--- src/rtl/alu_pkg.sv ---
// Shared types and constants for the two-requester ALU arbiter.
package alu_pkg;

    localparam int OPND_W = 4;
    localparam int RES_W  = 5;
    localparam int OP_W   = 3;

    localparam logic [OP_W-1:0] OP_PASS = 3'd0;
    localparam logic [OP_W-1:0] OP_ADD  = 3'd1;
    localparam logic [OP_W-1:0] OP_SUB  = 3'd2;
    localparam logic [OP_W-1:0] OP_DIV  = 3'd3;
    localparam logic [OP_W-1:0] OP_MOD  = 3'd4;
    localparam logic [OP_W-1:0] OP_SHL  = 3'd5;
    localparam logic [OP_W-1:0] OP_SHR  = 3'd6;
    localparam logic [OP_W-1:0] OP_GT   = 3'd7;

    localparam logic [RES_W-1:0] DIV0_RESULT = 5'b11111;

    typedef enum logic [1:0] {
        ST_IDLE = 2'd0,
        ST_EXEC = 2'd1,
        ST_RESP = 2'd2
    } state_e;

endpackage

--- src/rtl/alu4_core.sv ---
// Combinational 4-bit ALU producing a 5-bit result and a divide-by-zero flag.
module alu4_core
    import alu_pkg::*;
(
    input  logic [OPND_W-1:0] a,
    input  logic [OPND_W-1:0] b,
    input  logic [OP_W-1:0]   sel,
    output logic [RES_W-1:0]  result,
    output logic              err
);

    logic [RES_W-1:0] a_x_s;
    logic [RES_W-1:0] b_x_s;

    assign a_x_s = {1'b0, a};
    assign b_x_s = {1'b0, b};

    // Opcode decode; subtraction wraps modulo 32 through the 5-bit datapath.
    always_comb begin
        result = {RES_W{1'b0}};
        err    = 1'b0;
        case (sel)
            OP_PASS: result = a_x_s;
            OP_ADD:  result = a_x_s + b_x_s;
            OP_SUB:  result = a_x_s - b_x_s;
            OP_DIV: begin
                if (b == 4'd0) begin
                    result = DIV0_RESULT;
                    err    = 1'b1;
                end else begin
                    result = {1'b0, a / b};
                end
            end
            OP_MOD: begin
                if (b == 4'd0) begin
                    result = DIV0_RESULT;
                    err    = 1'b1;
                end else begin
                    result = {1'b0, a % b};
                end
            end
            OP_SHL:  result = {a, 1'b0};
            OP_SHR:  result = {2'b00, a[3:1]};
            OP_GT:   result = {4'b0000, (a > b)};
            default: result = {RES_W{1'b0}};
        endcase
    end

endmodule

--- src/rtl/alu_arbiter.sv ---
// Round-robin arbiter feeding one shared ALU through an IDLE/EXEC/RESP pipeline
// with a registered, backpressured response port and a completion counter.
module alu_arbiter
    import alu_pkg::*;
(
    input  logic              clk,
    input  logic              rst,
    input  logic              req0_valid,
    output logic              req0_ready,
    input  logic [OPND_W-1:0] req0_a,
    input  logic [OPND_W-1:0] req0_b,
    input  logic [OP_W-1:0]   req0_sel,
    input  logic              req1_valid,
    output logic              req1_ready,
    input  logic [OPND_W-1:0] req1_a,
    input  logic [OPND_W-1:0] req1_b,
    input  logic [OP_W-1:0]   req1_sel,
    output logic              rsp_valid,
    input  logic              rsp_ready,
    output logic              rsp_id,
    output logic [RES_W-1:0]  rsp_result,
    output logic              rsp_err,
    output logic [7:0]        ops_done
);

    state_e            state_q;
    state_e            state_d;
    logic              prio_q;
    logic [OPND_W-1:0] a_q;
    logic [OPND_W-1:0] b_q;
    logic [OP_W-1:0]   sel_q;
    logic              id_q;
    logic              rsp_valid_q;
    logic              rsp_id_q;
    logic [RES_W-1:0]  rsp_result_q;
    logic              rsp_err_q;
    logic [7:0]        ops_q;

    logic              grant_vld_s;
    logic              grant_id_s;
    logic              idle_s;
    logic              accept_s;
    logic              rsp_hs_s;
    logic [RES_W-1:0]  core_result_s;
    logic              core_err_s;

    // Grant selection: prio_q names the requester that wins a tie.
    always_comb begin
        grant_vld_s = 1'b0;
        grant_id_s  = 1'b0;
        if (req0_valid && req1_valid) begin
            grant_vld_s = 1'b1;
            grant_id_s  = prio_q;
        end else if (req0_valid) begin
            grant_vld_s = 1'b1;
            grant_id_s  = 1'b0;
        end else if (req1_valid) begin
            grant_vld_s = 1'b1;
            grant_id_s  = 1'b1;
        end else begin
            grant_vld_s = 1'b0;
            grant_id_s  = 1'b0;
        end
    end

    assign idle_s     = (state_q == ST_IDLE) && !rst;
    assign accept_s   = idle_s && grant_vld_s;
    assign req0_ready = accept_s && !grant_id_s;
    assign req1_ready = accept_s && grant_id_s;
    assign rsp_hs_s   = rsp_valid_q && rsp_ready;

    // Next-state logic for the single-operation pipeline.
    always_comb begin
        state_d = state_q;
        case (state_q)
            ST_IDLE: begin
                if (accept_s) begin
                    state_d = ST_EXEC;
                end else begin
                    state_d = ST_IDLE;
                end
            end
            ST_EXEC: state_d = ST_RESP;
            ST_RESP: begin
                if (rsp_hs_s) begin
                    state_d = ST_IDLE;
                end else begin
                    state_d = ST_RESP;
                end
            end
            default: state_d = ST_IDLE;
        endcase
    end

    alu4_core u_core (
        .a      (a_q),
        .b      (b_q),
        .sel    (sel_q),
        .result (core_result_s),
        .err    (core_err_s)
    );

    // State, capture, response and counter registers.
    always_ff @(posedge clk) begin
        if (rst) begin
            state_q      <= ST_IDLE;
            prio_q       <= 1'b0;
            a_q          <= 4'd0;
            b_q          <= 4'd0;
            sel_q        <= 3'd0;
            id_q         <= 1'b0;
            rsp_valid_q  <= 1'b0;
            rsp_id_q     <= 1'b0;
            rsp_result_q <= 5'd0;
            rsp_err_q    <= 1'b0;
            ops_q        <= 8'd0;
        end else begin
            state_q <= state_d;
            if (accept_s) begin
                a_q    <= grant_id_s ? req1_a   : req0_a;
                b_q    <= grant_id_s ? req1_b   : req0_b;
                sel_q  <= grant_id_s ? req1_sel : req0_sel;
                id_q   <= grant_id_s;
                prio_q <= ~grant_id_s;
            end
            // Response fields change only when a fresh result lands, so they hold under backpressure.
            if (state_q == ST_EXEC) begin
                rsp_valid_q  <= 1'b1;
                rsp_id_q     <= id_q;
                rsp_result_q <= core_result_s;
                rsp_err_q    <= core_err_s;
            end else if (rsp_hs_s) begin
                rsp_valid_q  <= 1'b0;
            end
            if (rsp_hs_s) begin
                ops_q <= ops_q + 8'd1;
            end
        end
    end

    assign rsp_valid  = rsp_valid_q;
    assign rsp_id     = rsp_id_q;
    assign rsp_result = rsp_result_q;
    assign rsp_err    = rsp_err_q;
    assign ops_done   = ops_q;

endmodule
--- config.mk ---
export PLATFORM = sky130hd
export DESIGN_NAME = alu_arbiter
export DESIGN_NICKNAME = d
export VERILOG_FILES = /design/src/rtl/alu_pkg.sv /design/src/rtl/alu4_core.sv /design/src/rtl/alu_arbiter.sv
export SDC_FILE = /design/constraint.sdc
export NUM_CORES = 1
export LEC_CHECK = 0
export ABC_CLOCK_PERIOD_IN_PS = 6100
export BUFFER_PORTS_ARGS = -buffer_cell sky130_fd_sc_hd__buf_2
export CAP_MARGIN = 10
export CORE_ASPECT_RATIO = 1.2
export CORE_UTILIZATION = 40
export DETAILED_ROUTE_END_ITERATION = 6
export PLACE_DENSITY = 0.73
export SLEW_MARGIN = 20
export SYNTH_ARGS = -nofsm -noshare
export SYNTH_HDL_FRONTEND = slang
export SYNTH_SLANG_ARGS = --single-unit
--- constraint.sdc ---
create_clock -name clk -period 6.1 [get_ports clk]
set_input_delay 1.22 -clock clk [delete_from_list [all_inputs] [get_ports clk]]
set_output_delay 1.22 -clock clk [all_outputs]
set_load 0.02 [all_outputs]
==> out/qor.csv <==
stage,metric,value,unit
status,status,finished clean,
grt,initial antenna violation count,0,
floorplanning,core area,5710,µm²
routing,1st-pass router iterations,4,
floorplanning,count of boundary I/O pins,45,
routing,Vias,2320,
floorplanning,die span in x,72.5,µm
grt,number of global-route vias before repair,2202,
grt,first-pass GRT wire length,10.1,mm
yosys,"EDFF count, synth",0,
setup_path,Critical Path AT,5.47,ns
grt,Global Route Usage Sum,20.4,%
routing,DRC viols,0,
timing,unrepaired setup endpoints after global routing,no,
timing,final setup margin,0.859,ns
timing,Slew HR,46.9,%
yosys,post-synthesis net count,345,
setup_path,Reg-to-Reg Start,b_q[0]$_SDFFE_PP0P_,
setup_path,"Slowest-stage cell, CP",or4b_1,
finish,Final nets,382,
yosys,Cells after Synth,296,
yosys,sequential element share of the synthesized area,26.0,%
timing,hold slack,0.457,ns
yosys,Compound-Gate Fraction of Synth Area,22.5,%
yosys,Most used DFF post-synth,dfxtp_1,
yosys,Yosys reg bits,31,
setup_path,slowest cell delay on critical path,0.55,ns
yosys,asr flop ratio synth,0,%
clock_network,Max clock buf depth,2,
routing,Post-Route WL,5.99,mm
grt,gr ovfl total,0,
yosys,Yosys warnings,0,
power_and_ir_drop,leakage,1.22,nW
run,Max-Cap Viols,0,
hold_path,class of the worst hold path,flip-flop to flip-flop,
hold_path,Hold Crit Start,rsp_err$_SDFFE_PP0P_,
setup_path,WP buf/inv,2,
setup_path,Crit Path Max Fanout,7,
clock_network,Num CTS Buffers,5,
timing,Setup Skew,0.00986,ns
grt,largest net degree at the start of global routing,33,
setup_path,CP Cell Sequence,inv_1 -> ha_1 -> nor4b_1 -> a2bb2oi_1 -> ha_1 -> o21a_1 -> o21ai_0 -> mux2i_1 -> inv_1 -> ha_1 -> o21a_1 -> or3_1 -> nand2_1 -> mux2i_1 -> ha_1 -> o21ai_0 -> a31oi_1 -> nor2_1 -> or4b_1 -> nand4_1,
clock_network,post-CTS setup buffers,0,
placement,hpwl dp,4.48,mm
timing,fmax,191,MHz
finish,Synth-to-Final Area Change,15.4,%
clock_network,Clock Pin Slew Worst Setup and Hold Paths,0.07,ns
floorplanning,die height,86.6,µm
routing,WL/cell,14.5,µm
hold_path,Hold Path Stages,2,
finish,share of layout cells above drive strength 1,17.1,%
timing,Tcrit/Tclk final,85.9,%
clock_network,CTS Root Cell,clkbuf_8,
timing,final hold viol count,0,
clock_network,H-tree depth,2,
setup_path,R2R depth,20,
yosys,mux share of post-synthesis cell area,7.13,%
placement,buffers added on ports,44,
routing,ANT nets after route,0,
clock_network,number of gates resized after CTS,0,
yosys,largest cells by area after synthesis,"dfxtp_1 (26%), ha_1 (10%), mux2i_1 (7.1%), nor2_1 (4.9%), a211oi_1 (4.1%)",
clock_network,Skew-Pair Late Insertion Delay,0.29,ns
yosys,XOR/XNOR Fraction of Synth Area,3.30,%
setup_path,reg2reg setup slack,0.86,ns
yosys,Synth cell types,57,
finish,antenna diode count,0,
timing,"Slew Viols, Final",0,
yosys,Adder-Cell Fraction of Synth Area,12.5,%
floorplanning,initial core utilization,41.8,%
power_and_ir_drop,PwrDens,276,nW/µm²
hold_path,Hold EP,rsp_err$_SDFFE_PP0P_,
yosys,Avg Inst Size Synth,8.06,µm²
clock_network,# hold bufs at CTS,0,
timing,setup tns final,0,ns
power_and_ir_drop,post-layout power,759,µW
yosys,cell area after synthesis,2390,µm²
placement,pre-CTS setup slack,0.933,ns
setup_path,CP startpoint kind,flip-flop,
setup_path,crit-path most repeated cell,ha_1,
clock_network,clk sink count,31,
yosys,simple-gate portion of the synthesized area,23.5,%
routing,via/cell ratio,5.60,
setup_path,critical path's top delay family,simple AND/OR/NAND/NOR gates,
setup_path,Critical Path Start,b_q[0]$_SDFFE_PP0P_,
power_and_ir_drop,peak supply drop,0.150,mV
floorplanning,Core Rows,30,
yosys,largest family of logic cells by synthesized area,simple AND/OR/NAND/NOR gates,
yosys,largest area contributor in the netlist,dfxtp_1,
setup_path,crit path capture type,flip-flop,
timing,final setup violation count,0,
placement,Placer Congestion,0.937,
timing,Tmin final,5.24,ns
yosys,post-synth top area share,26.0,%
setup_path,Worst EP required,6.33,ns
floorplanning,die footprint,6280,µm²
routing,Iter 0 DRT Violations,127,
timing,Slew @ Worst Pin,0.795,ns
setup_path,Crit Path Class,flip-flop to flip-flop,
setup_path,FF-to-FF End,rsp_result[3]$_SDFFE_PP0P_,
clock_network,TritonCTS clock tree,built,
## power breakdown
part	total, mW	internal [mW]	leakage [nW]	switching (mW)
clock network	0.183	0.103	0.0505	0.0803
registers	0.248	0.218	0.253	0.0300
logic	0.329	0.141	0.913	0.188
## cells by family after synthesis
logic type | Yosys count
buf+inv | 30
simple gates | 109
compound gates | 78
mux | 17
xor+xnor | 9
fa+ha+maj | 22
flops | 31
## registers in the layout, summed over array words and instances, names as in the netlist
register,flops
id_q,1
ops_done,8
rsp_err,1
sel_q,3
rsp_id,1
rsp_result,5
a_q,4
rsp_valid,1
state_q,2
prio_q,1
b_q,4
## cells in the mapped netlist (all sizes together) (4+ instances only)
cell type and count:
dfxtp 31, nor2 31, nand2 24, ha 19, mux2i 17, a21oi 16
o21ai 16, inv 15, a211oi 14, nor3 11, buf 9, xor2 7
clkbuf 6, nand3b 6, o21a 5, nand2b 4, nand4 4, nor2b 4
or3 4
## worst max path at each step
stage | endpoint | depth (start not counted) | slack, ns
after global placement | rsp_result[3]$_SDFFE_PP0P_ | 19 | 1.20
after detailed placement | rsp_result[3]$_SDFFE_PP0P_ | 20 | 0.93
after floorplan | rsp_result[3]$_SDFFE_PP0P_ | 20 | 1.56
after global routing | rsp_result[3]$_SDFFE_PP0P_ | 20 | 0.44
final | rsp_result[3]$_SDFFE_PP0P_ | 20 | 0.86
after CTS | rsp_result[3]$_SDFFE_PP0P_ | 20 | 0.91
## layout by cell type (no fill, tap or decap), drive strengths merged, types with 2 or more instances in the layout
| master | netlist | routed |
|---|---|---|
| o211ai | 2 | 2 |
| nand2b | 4 | 4 |
| nor4b | 2 | 2 |
| o21a | 5 | 5 |
| nand4 | 4 | 4 |
| xnor2 | 2 | 2 |
| a211o | 3 | 3 |
| nand2 | 24 | 24 |
| buf | 9 | 45 |
| a21o | 2 | 2 |
| mux2i | 17 | 17 |
| ha | 19 | 19 |
| nand3b | 6 | 6 |
| a31oi | 2 | 2 |
| or4 | 2 | 2 |
| nor3 | 11 | 11 |
| xor2 | 7 | 7 |
| nor2b | 4 | 4 |
| o21ai | 16 | 16 |
| and2 | 3 | 3 |
| inv | 15 | 15 |
| nor2 | 31 | 31 |
| or3 | 4 | 4 |
| nand3 | 3 | 3 |
| nand4b | 3 | 3 |
| and3 | 2 | 2 |
| clkbuf | 6 | 7 |
| fa | 3 | 3 |
| a21oi | 16 | 16 |
| o22ai | 3 | 3 |
| dfxtp | 31 | 31 |
| a211oi | 14 | 14 |
| nor4 | 2 | 2 |
## through the flow
step / cell area, µm² / std cells / utilization (%)
3_3_place_gp: 2650 / 406 / 46.4
3_5_place_dp: 2650 / 406 / 46.4
4_1_cts: 2750 / 414 / 48.2
6_report: 2750 / 414 / 48.2
5_1_grt: 2750 / 414 / 48.2
2_1_floorplan: 2390 / 296 / -
## worst reg2reg max path, cell delays in order (launching register included)
cell       delay [ns]
dfxtp_1          0.37
inv_1            0.14
ha_1             0.18
nor4b_1          0.25
a2bb2oi_1        0.31
ha_1             0.31
o21a_1           0.13
o21ai_0          0.44
mux2i_1          0.30
inv_1            0.06
ha_1             0.33
o21a_1           0.15
or3_1            0.34
nand2_1          0.10
mux2i_1          0.29
ha_1             0.28
o21ai_0          0.11
a31oi_1          0.33
nor2_1           0.14
or4b_1           0.55
nand4_1          0.10
## layout make-up
type | count | area [µm²]
Sequential cell | 31 | 621
Timing Repair Buffer | 45 | 228
Clock inverter | 1 | 7.51
Fill cell | 595 | 2950
Tap cell | 80 | 100
Clock buffer | 7 | 96.3
Multi-Input combinational cell | 235 | 1640
Inverter | 15 | 56.3
## metal layers
layer  vias up  track usage, %  share of wire, %
li1       1158               -                 -
met1      1055            25.1                43
met3        14            3.26               5.2
met4         0            9.80               2.3
met5         -               0                 0
met2        93            34.6                49
(Power assumes the default switching activity.)
